--- config.mk ---
export PLATFORM = sky130hd
export DESIGN_NAME = uart_bt_fifo
export DESIGN_NICKNAME = d
export VERILOG_FILES = /design/src/rtl/uart_bt_fifo.sv
export SDC_FILE = /design/constraint.sdc
export NUM_CORES = 1
export LEC_CHECK = 0
export BUFFER_PORTS_ARGS = -buffer_cell sky130_fd_sc_hd__buf_4
export CAP_MARGIN = 20
export CORE_MARGIN = 1.5
export CORE_UTILIZATION = 27
export CTS_CLUSTER_DIAMETER = 50
export DETAILED_ROUTE_END_ITERATION = 8
export GPL_ROUTABILITY_DRIVEN = 0
export SLEW_MARGIN = 20
export SYNTH_ARGS = -nofsm -noshare
export SYNTH_HDL_FRONTEND = slang
export SYNTH_SLANG_ARGS = --single-unit
export TNS_END_PERCENT = 20
--- constraint.sdc ---
create_clock -name clk_in -period 3.57 [get_ports clk_in]
set_input_delay 0.357 -clock clk_in [delete_from_list [all_inputs] [get_ports clk_in]]
set_output_delay 0.357 -clock clk_in [all_outputs]
set_load 0.01 [all_outputs]
--- src/rtl/uart_bt_fifo.sv ---
// UART transceiver for the Bluetooth serial link: 16x oversampled baud tick, configurable
// frame format, glitch-rejecting receiver, first-word fall-through RX FIFO and sticky errors.
module uart_bt_fifo #(
  parameter int CLK_HZ     = 50_000_000,
  parameter int BAUD       = 9600,
  parameter int DATA_BITS  = 8,
  parameter int PARITY     = 0,
  parameter int STOP_BITS  = 1,
  parameter int FIFO_DEPTH = 16
) (
  input  logic                 clk_in,
  input  logic                 reset,
  input  logic                 rx,
  output logic                 tx,
  input  logic [DATA_BITS-1:0] din,
  input  logic                 enable,
  output logic                 busy,
  output logic                 done,
  output logic [DATA_BITS-1:0] dout,
  output logic                 avail,
  input  logic                 rd,
  input  logic                 clr_err,
  output logic                 err_frame,
  output logic                 err_parity,
  output logic                 err_ovr
);

  localparam int DIV = (CLK_HZ + 8 * BAUD) / (16 * BAUD);
  localparam int DW  = (DIV > 1) ? $clog2(DIV) : 1;
  localparam int PW  = $clog2(FIFO_DEPTH);
  localparam int CW  = $clog2(FIFO_DEPTH + 1);
  localparam logic [DW-1:0] DIV_LAST  = DW'(DIV - 1);
  localparam logic [3:0]    BIT_LAST  = 4'(DATA_BITS - 1);
  localparam logic [CW-1:0] FULL_CNT  = CW'(FIFO_DEPTH);
  localparam logic          STOP_LAST = 1'(STOP_BITS - 1);

  typedef enum logic [2:0] {R_IDLE, R_START, R_DATA, R_PAR, R_STOP, R_WAIT} rx_state_t;
  typedef enum logic [2:0] {T_IDLE, T_START, T_DATA, T_PAR, T_STOP} tx_state_t;

  // Odd parity makes the total count of ones (data plus parity bit) odd.
  function automatic logic par_bit(input logic [DATA_BITS-1:0] d);
    return (PARITY == 1) ? ~(^d) : (^d);
  endfunction

  logic [DW-1:0]        div_r;
  logic                 tick_s;
  logic [1:0]           sync_r;
  logic                 rx_s;
  rx_state_t            rx_st_r;
  logic [3:0]           rx_tck_r;
  logic [3:0]           rx_bit_r;
  logic [DATA_BITS-1:0] rx_sh_r;
  logic                 push_r;
  logic                 fe_set_r;
  logic                 pe_set_r;
  logic [DATA_BITS-1:0] mem_r [FIFO_DEPTH];
  logic [PW-1:0]        wp_r;
  logic [PW-1:0]        rp_r;
  logic [CW-1:0]        cnt_r;
  logic                 pop_s;
  logic                 wr_s;
  logic                 ovr_set_s;
  tx_state_t            tx_st_r;
  logic [3:0]           tx_tck_r;
  logic [3:0]           tx_bit_r;
  logic [DATA_BITS-1:0] tx_sh_r;
  logic                 tx_par_r;
  logic                 tx_stop_r;

  assign tick_s    = (div_r == DIV_LAST);
  assign rx_s      = sync_r[1];
  assign avail     = (cnt_r != '0);
  assign pop_s     = rd && avail;
  assign wr_s      = push_r && ((cnt_r != FULL_CNT) || pop_s);
  assign ovr_set_s = push_r && (cnt_r == FULL_CNT) && !pop_s;

  // Free-running oversampling divider shared by both directions
  always_ff @(posedge clk_in or negedge reset) begin
    if (!reset)                div_r <= '0;
    else if (div_r == DIV_LAST) div_r <= '0;
    else                       div_r <= div_r + DW'(1);
  end

  // Two-flop synchroniser for the asynchronous rx pin
  always_ff @(posedge clk_in or negedge reset) begin
    if (!reset) sync_r <= 2'b11;
    else        sync_r <= {sync_r[0], rx};
  end

  // Receive FSM; after a bad stop bit it waits for the line to return high
  always_ff @(posedge clk_in or negedge reset) begin
    if (!reset) begin
      rx_st_r  <= R_IDLE;
      rx_tck_r <= 4'd0;
      rx_bit_r <= 4'd0;
      rx_sh_r  <= '0;
      push_r   <= 1'b0;
      fe_set_r <= 1'b0;
      pe_set_r <= 1'b0;
    end else begin
      push_r   <= 1'b0;
      fe_set_r <= 1'b0;
      pe_set_r <= 1'b0;
      case (rx_st_r)
        R_IDLE: if (!rx_s) begin
          rx_tck_r <= 4'd0;
          rx_st_r  <= R_START;
        end
        R_START: if (tick_s) begin
          if (rx_tck_r == 4'd7) begin
            rx_tck_r <= 4'd0;
            rx_bit_r <= 4'd0;
            rx_st_r  <= rx_s ? R_IDLE : R_DATA;
          end else begin
            rx_tck_r <= rx_tck_r + 4'd1;
          end
        end
        R_DATA: if (tick_s) begin
          rx_tck_r <= rx_tck_r + 4'd1;
          if (rx_tck_r == 4'd15) begin
            rx_sh_r  <= {rx_s, rx_sh_r[DATA_BITS-1:1]};
            rx_bit_r <= rx_bit_r + 4'd1;
            if (rx_bit_r == BIT_LAST) rx_st_r <= (PARITY != 0) ? R_PAR : R_STOP;
          end
        end
        R_PAR: if (tick_s) begin
          rx_tck_r <= rx_tck_r + 4'd1;
          if (rx_tck_r == 4'd15) begin
            pe_set_r <= (rx_s != par_bit(rx_sh_r));
            rx_st_r  <= R_STOP;
          end
        end
        R_STOP: if (tick_s) begin
          rx_tck_r <= rx_tck_r + 4'd1;
          if (rx_tck_r == 4'd15) begin
            push_r   <= rx_s;
            fe_set_r <= !rx_s;
            rx_st_r  <= rx_s ? R_IDLE : R_WAIT;
          end
        end
        R_WAIT: if (rx_s) rx_st_r <= R_IDLE;
        default: rx_st_r <= R_IDLE;
      endcase
    end
  end

  // FIFO storage; when full, a same-cycle pop frees the slot being written
  always_ff @(posedge clk_in) begin
    if (wr_s) mem_r[wp_r] <= rx_sh_r;
  end

  // FIFO pointers and occupancy
  always_ff @(posedge clk_in or negedge reset) begin
    if (!reset) begin
      wp_r  <= '0;
      rp_r  <= '0;
      cnt_r <= '0;
    end else begin
      if (wr_s)  wp_r <= wp_r + PW'(1);
      if (pop_s) rp_r <= rp_r + PW'(1);
      case ({wr_s, pop_s})
        2'b10:   cnt_r <= cnt_r + CW'(1);
        2'b01:   cnt_r <= cnt_r - CW'(1);
        default: cnt_r <= cnt_r;
      endcase
    end
  end

  // Head of FIFO, forced to zero when empty
  always_comb begin
    dout = '0;
    if (avail) dout = mem_r[rp_r];
    else       dout = '0;
  end

  // Sticky error flags; a set event beats a simultaneous clear
  always_ff @(posedge clk_in or negedge reset) begin
    if (!reset) begin
      err_frame  <= 1'b0;
      err_parity <= 1'b0;
      err_ovr    <= 1'b0;
    end else begin
      if (fe_set_r)     err_frame <= 1'b1;
      else if (clr_err) err_frame <= 1'b0;
      if (pe_set_r)     err_parity <= 1'b1;
      else if (clr_err) err_parity <= 1'b0;
      if (ovr_set_s)    err_ovr <= 1'b1;
      else if (clr_err) err_ovr <= 1'b0;
    end
  end

  // Transmit FSM with registered line, busy and done
  always_ff @(posedge clk_in or negedge reset) begin
    if (!reset) begin
      tx_st_r   <= T_IDLE;
      tx_tck_r  <= 4'd0;
      tx_bit_r  <= 4'd0;
      tx_sh_r   <= '0;
      tx_par_r  <= 1'b0;
      tx_stop_r <= 1'b0;
      tx        <= 1'b1;
      busy      <= 1'b0;
      done      <= 1'b0;
    end else begin
      done <= 1'b0;
      if ((tx_st_r != T_IDLE) && tick_s) tx_tck_r <= tx_tck_r + 4'd1;
      case (tx_st_r)
        T_IDLE: if (enable) begin
          tx_sh_r  <= din;
          tx_par_r <= par_bit(din);
          tx_tck_r <= 4'd0;
          busy     <= 1'b1;
          tx       <= 1'b0;
          tx_st_r  <= T_START;
        end
        T_START: if (tick_s && (tx_tck_r == 4'd15)) begin
          tx       <= tx_sh_r[0];
          tx_sh_r  <= tx_sh_r >> 1;
          tx_bit_r <= 4'd0;
          tx_st_r  <= T_DATA;
        end
        T_DATA: if (tick_s && (tx_tck_r == 4'd15)) begin
          if (tx_bit_r != BIT_LAST) begin
            tx       <= tx_sh_r[0];
            tx_sh_r  <= tx_sh_r >> 1;
            tx_bit_r <= tx_bit_r + 4'd1;
          end else if (PARITY != 0) begin
            tx      <= tx_par_r;
            tx_st_r <= T_PAR;
          end else begin
            tx        <= 1'b1;
            tx_stop_r <= 1'b0;
            tx_st_r   <= T_STOP;
          end
        end
        T_PAR: if (tick_s && (tx_tck_r == 4'd15)) begin
          tx        <= 1'b1;
          tx_stop_r <= 1'b0;
          tx_st_r   <= T_STOP;
        end
        T_STOP: if (tick_s && (tx_tck_r == 4'd15)) begin
          if (tx_stop_r == STOP_LAST) begin
            busy    <= 1'b0;
            done    <= 1'b1;
            tx_st_r <= T_IDLE;
          end else begin
            tx_stop_r <= tx_stop_r + 1'b1;
          end
        end
        default: begin
          tx      <= 1'b1;
          busy    <= 1'b0;
          tx_st_r <= T_IDLE;
        end
      endcase
    end
  end

endmodule

---- After elaboration in Yosys (flattened, before gate mapping) ----
Memories as Yosys holds them, arrays and structs flattened.
Index checks and enable logic that the tools add are counted.
storage, ports and cells
  ROM bits ................................ 0
  logic and storage cells ................. 192
  output and inout bits ................... 15
  input bits .............................. 14
  RAM bits ................................ 128
  bits in registers ....................... 72
  memories ................................ 1
  latch bits .............................. 0
cells by class
  divide/modulo/power cells ............... 0
  bitwise gates (word level) .............. 2
  $add $sub $neg .......................... 10
  reduce and logical (&&, ||, !) cells .... 35
  magnitude comparators ................... 0
  muxes and demuxes ....................... 81
  equal/unequal tests ..................... 40
  $mul .................................... 0
  shift-type cells ........................ 0
memories
  name   words  width  rd ports  clocked after Yosys merged registers in  wr ports  line  RTL
  mem_r  16     8      1         0                                        1         56    logic [DATA_BITS-1:0] mem_r [FIFO_DEPTH];
operator list
  operator                                                          number
  3-bit two-way mux                                                 19
  4-bit two-way mux                                                 14
  8-bit two-way mux                                                 5
  2-bit != test (second input constant)                             19
  1-bit two-way mux                                                 31
  4-bit by 1-bit adder with 4-bit output (second input constant)    6
  8-bit case mux with 3 select lines                                1
  5-bit AND reduction                                               4
  3-bit case mux with 6 select lines                                1
  4-bit case mux with 2 select lines                                2
  3-bit case mux with 5 select lines                                1
  3-bit by 2-bit == test with 1-bit output (second input constant)  4
  4-bit case mux with 3 select lines                                1
  4-bit AND reduction                                               3
  2-bit nonzero test                                                6
  3-bit nonzero test                                                4
  11-bit AND reduction                                              1
  5-bit case mux with 2 select lines                                1
  9-bit by 1-bit adder with 9-bit output (second input constant)    1
  3-bit == test (second input constant)                             3
  9-bit == test (second input constant)                             1
  9-bit two-way mux                                                 1
  4-bit by 3-bit == test with 1-bit output (second input constant)  2
  4-bit == test (second input constant)                             2
  other kinds (24)                                                  35

---- Depth between registers and ports, before layout ----
  depth in word-level cells ............... 6
  gate-level depth with buffers ........... 15
  mapped depth without buffers ............ 12

---- Least setup slack after synthesis ----
Ideal clock, no wire load.
  path type ............................... flip-flop to flip-flop
  start ................................... register cnt_r[2]
  end ..................................... register cnt_r[4]
  setup slack ............................. 0.746 ns
  library setup time ...................... 0.079 ns
  buffers on the path ..................... 3
  cell stages (with the launch flop) ...... 16
  period minus slack after synthesis ...... 2.824 ns
  arrival ................................. 2.745 ns
  required time ........................... 3.491 ns
  path through ............................ dfrtp_1 clkbuf_1 nor4_1 nand3b_1 and2_1 clkbuf_1 inv_1 ha_1 clkbuf_1 xor2_1 ha_1 a21o_1 nand2_1 a21o_1 a21oi_1 xor2_1
between the ends
  word-level cells in the longest chain between the ends .. 6
  elaborated cells between the ends (all ways) .. 11
  those cells by class .................... 2 x add/sub; 3 x eq/ne; 1 x mux; 5 x reduce/logical
ends and longest elaborated chain
  what                                                                       line  RTL
  start: declaration                                                         59    logic [CW-1:0] cnt_r;
  start signal: assignment                                                   162   2'b10: cnt_r <= cnt_r + CW'(1);
  start signal: assignment                                                   163   2'b01: cnt_r <= cnt_r - CW'(1);
  start signal: assignment                                                   164   default: cnt_r <= cnt_r;
  5-bit nonzero test                                                         72    assign avail = (cnt_r != '0);
  1-bit logical AND                                                          73    assign pop_s = rd && avail;
  1-bit logical OR                                                           74    assign wr_s = push_r && ((cnt_r != FULL_CNT) || pop_s);
  1-bit logical AND                                                          74
  2-bit by 1-bit == test with 1-bit output or 2-bit == test (tied branches)  161   case ({wr_s, pop_s})
  5-bit case mux with 2 select lines or 2-bit nonzero test (tied branches)   n/a
Several ways; a longest one is shown, not always the timed one.
A chain may end at the register's enable or synchronous reset.

---- Final worst setup path ----
Ends and elaborated chain as after synthesis.

==> metrics.yaml <==
synth_top_cell_by_area: "edfxtp_1"
clock_latency_ns: 0.45
final_max_slew_viol_count: 0
path_buf_inv: 1
nNetsFinal: 631
wl_per_cell_um: 16.1
cp_top_family: "simple AND/OR/NAND/NOR gates"
cts.sinks: 199
design_area_um2: 9850
critPathCaptureType: "register"
worst_ep_required_time_ns: 3.93
cts_made_buffers: 17
synth.yosys.warnings: 0
path_clk_slew_ns: 0.09
p_per_area_nw_per_um2: 477
pwr-share-seq_pct: 53.2
ys_ff_latch: 199
syn_area_per_cell_um2: 14.8
synthTopCellsByCount: "edfxtp_1 (128), dfrtp_1 (68), nor2_1 (39), mux4_2 (32), nand2_1 (30)"
diodes: 0
first_global_vias: 4759
internal_power_w: 0.00354
core-area_um2: 30800
cts_tree: "built"
outcome: "completed"
final_util_pct: 31.9
wl_mm: 16.3
ctsResizeCount: 0
via_per_inst: 4.63
ys_seq_area_share_pct: 66.0
grt_pass1_wl_mm: 26.4
synth_area_leaders: "edfxtp_1 (45%), dfrtp_1 (20%), mux4_2 (8.5%)"
path_class: "reg -> reg"
antenna_found_initial: 0
grt_max_degree: 72
track_usage_pct: 10.4
hold_class: "in -> async"
fin_crit_sh_pct: 82.3
row_count: 64
final_hold_viol_count: 0
critical_path.cell_chain: "nor4_1, nand3b_1, and2_1, inv_1, ha_1, xor2_1, ha_1, a21o_1, nand2_1, a21o_1, a21oi_1, xor2_1"
skew_ns: 0.0235
synthFlopType: "edfxtp_1"
max_slew.worst_pin.slew_ns: 0.924
port_buffers: 28
vias: 4684
synth_edf_count: 128
io_pins: 29
holdWs_ns: 0.0198
finalSetupTns_ns: 0
netSwitchingPower_w: 0.00115
cp_slowest_stage_delay_ns: 0.47
dp_hpwl_mm: 10.4
cts_root_buffer: "clkbuf_16"
max_cap_violations: 0
p_sw_share_pct: 24.6
cts_setup_buffers: 0
drtIter0Drc: 430
syn2layout_area_growth_pct: 15.5
rsz0062_at_grt: "false"
dieArea_um2: 32600
async_flop_share_pct: 35.7
dr.pass1.iters: 4
setup_violations: 0
start_util_pct: 27.6
yosysUniqueCellTypes: 56
yosysMostFrequentCell: "edfxtp_1"
drive_gt1_share_pct: 19.2
synth_top_area_share_pct: 45.1
clockPowerShare_pct: 44.3
max_slew_margin_pct: 38.4
drtAntennaViolNets: 0
hold_buffers: 0
min_period_ns: 2.94
place_area_um2: 9190
crit_slowest_cell: "dfrtp_1"
p_leak_nw: 3.82
drcViolationCount: 0
h-tree-depth: 4
postSynthCellCount: 577
die_w_um: 181
synth_fp_nets: 605
cts_buffer_depth: 2
fmax_mhz: 340
critPathLaunchType: "register"
netlist_area_um2: 8520
die_y_um: 181
peakVddDrop_mv: 0.311
power_frac_comb_pct: 2.5
grt_remaining_overflow: 0
crit_path_max_fanout: 9
critPathArrivalTime_ns: 3.30
==> layout by cell type (no fill, tap or decap), drive strengths merged, types with 3 or more instances in the layout <==
| cell | n |
|---|---|
| mux4 | 32 |
| nand3b | 4 |
| clkinv | 4 |
| o22ai | 16 |
| clkbuf | 17 |
| nand2b | 11 |
| nand4 | 3 |
| nand3 | 12 |
| dfrtp | 68 |
| a22o | 3 |
| or3 | 4 |
| a21oi | 10 |
| a22oi | 3 |
| a21o | 5 |
| o21ai | 25 |
| and3 | 6 |
| dfstp | 3 |
| inv | 24 |
| nor4 | 5 |
| mux2 | 12 |
| mux2i | 17 |
| and2 | 3 |
| nand2 | 30 |
| ha | 14 |
| nor2 | 40 |
| nor3 | 18 |
| buf | 36 |
| xnor2 | 18 |
| edfxtp | 128 |
| xor2 | 9 |
| a2bb2oi | 7 |
==> worst paths after layout <==
check,start,endpoint,slack (ns),depth (start not counted)
max in group asynchronous,reset,rp_r[0]$_DFFE_PN0P_,2.87,1
hold / removal,reset,tx_st_r[1]$_DFFE_PN0P_,0.02,1
setup / recovery,cnt_r[2]$_DFFE_PN0P_,cnt_r[4]$_DFFE_PN0P_,0.63,12
hold reg to reg,sync_r[0]$_DFF_PN1_,sync_r[1]$_DFF_PN1_,0.36,0
min in group clk_in,rx,sync_r[0]$_DFF_PN1_,0.02,1
setup reg to reg,cnt_r[2]$_DFFE_PN0P_,cnt_r[4]$_DFFE_PN0P_,0.63,12
==> cell type report <==
type	count	area, um^2
tap	396	495
inverter	13	48.8
clock inverter	15	231
sequential	199	5630
timing repair buffer	36	283
clock buffer	17	425
multi-input combinational	336	2740
fill	3001	21000
==> registers in the layout, summed over array words and instances, names as in the netlist, 5 cells and up <==
| name | count |
|---|---|
| rx_sh_r | 8 |
| div_r | 9 |
| cnt_r | 5 |
| mem_r | 128 |
| tx_sh_r | 8 |
==> logic make-up after synthesis <==
group           Yosys count  share of synthesized area (%)
compound gates           87                           6.69
xor+xnor                 27                           2.77
fa+ha+maj                14                           2.06
buf+inv                  42                           1.88
flops                   199                           66.0
mux                      61                           12.0
simple gates            147                           8.57
==> power by group through the flow <==
stage | registers, W | logic (W) | clock network, W
final | 0.00250 | 0.000116 | 0.00208
after floorplan | 0.00255 | 0.0000685 | 0
after CTS | 0.00250 | 0.000119 | 0.00213
after global placement | 0.00255 | 0.000119 | 0
after detailed placement | 0.00255 | 0.000119 | 0
after global routing | 0.00251 | 0.000132 | 0.00219
==> through the flow <==
| step | worst slack, ns | std cells | power [W] |
|---|---|---|---|
| after global placement | 0.740 | 980 | 0.00267 |
| after CTS | 0.607 | 1012 | 0.00475 |
| after detailed placement | 0.655 | 980 | 0.00267 |
| after global routing | 0.307 | 1012 | 0.00483 |
| after floorplan | 0.746 | 577 | 0.00261 |
| final | 0.632 | 1012 | 0.00470 |
==> metal layers <==
| layer | wire length (um) | vias to the layer above | GRT usage (%) |
|---|---|---|---|
| li1 | - | 2257 | - |
| met1 | 8080 | 2341 | 15.1 |
| met2 | 7340 | 73 | 15.5 |
| met3 | 676 | 13 | 2.24 |
| met4 | 176 | 0 | 3.23 |
| met5 | 0 | - | 0 |
==> worst reg2reg max path, stage by stage, from the launching register on <==
cell and delay, ns:
dfrtp_1 0.47, nor4_1 0.43, nand3b_1 0.15, and2_1 0.28
inv_1 0.11, ha_1 0.35, xor2_1 0.18, ha_1 0.21
a21o_1 0.13, nand2_1 0.05, a21o_1 0.17, a21oi_1 0.17
xor2_1 0.15
(Power assumes the default switching activity.)
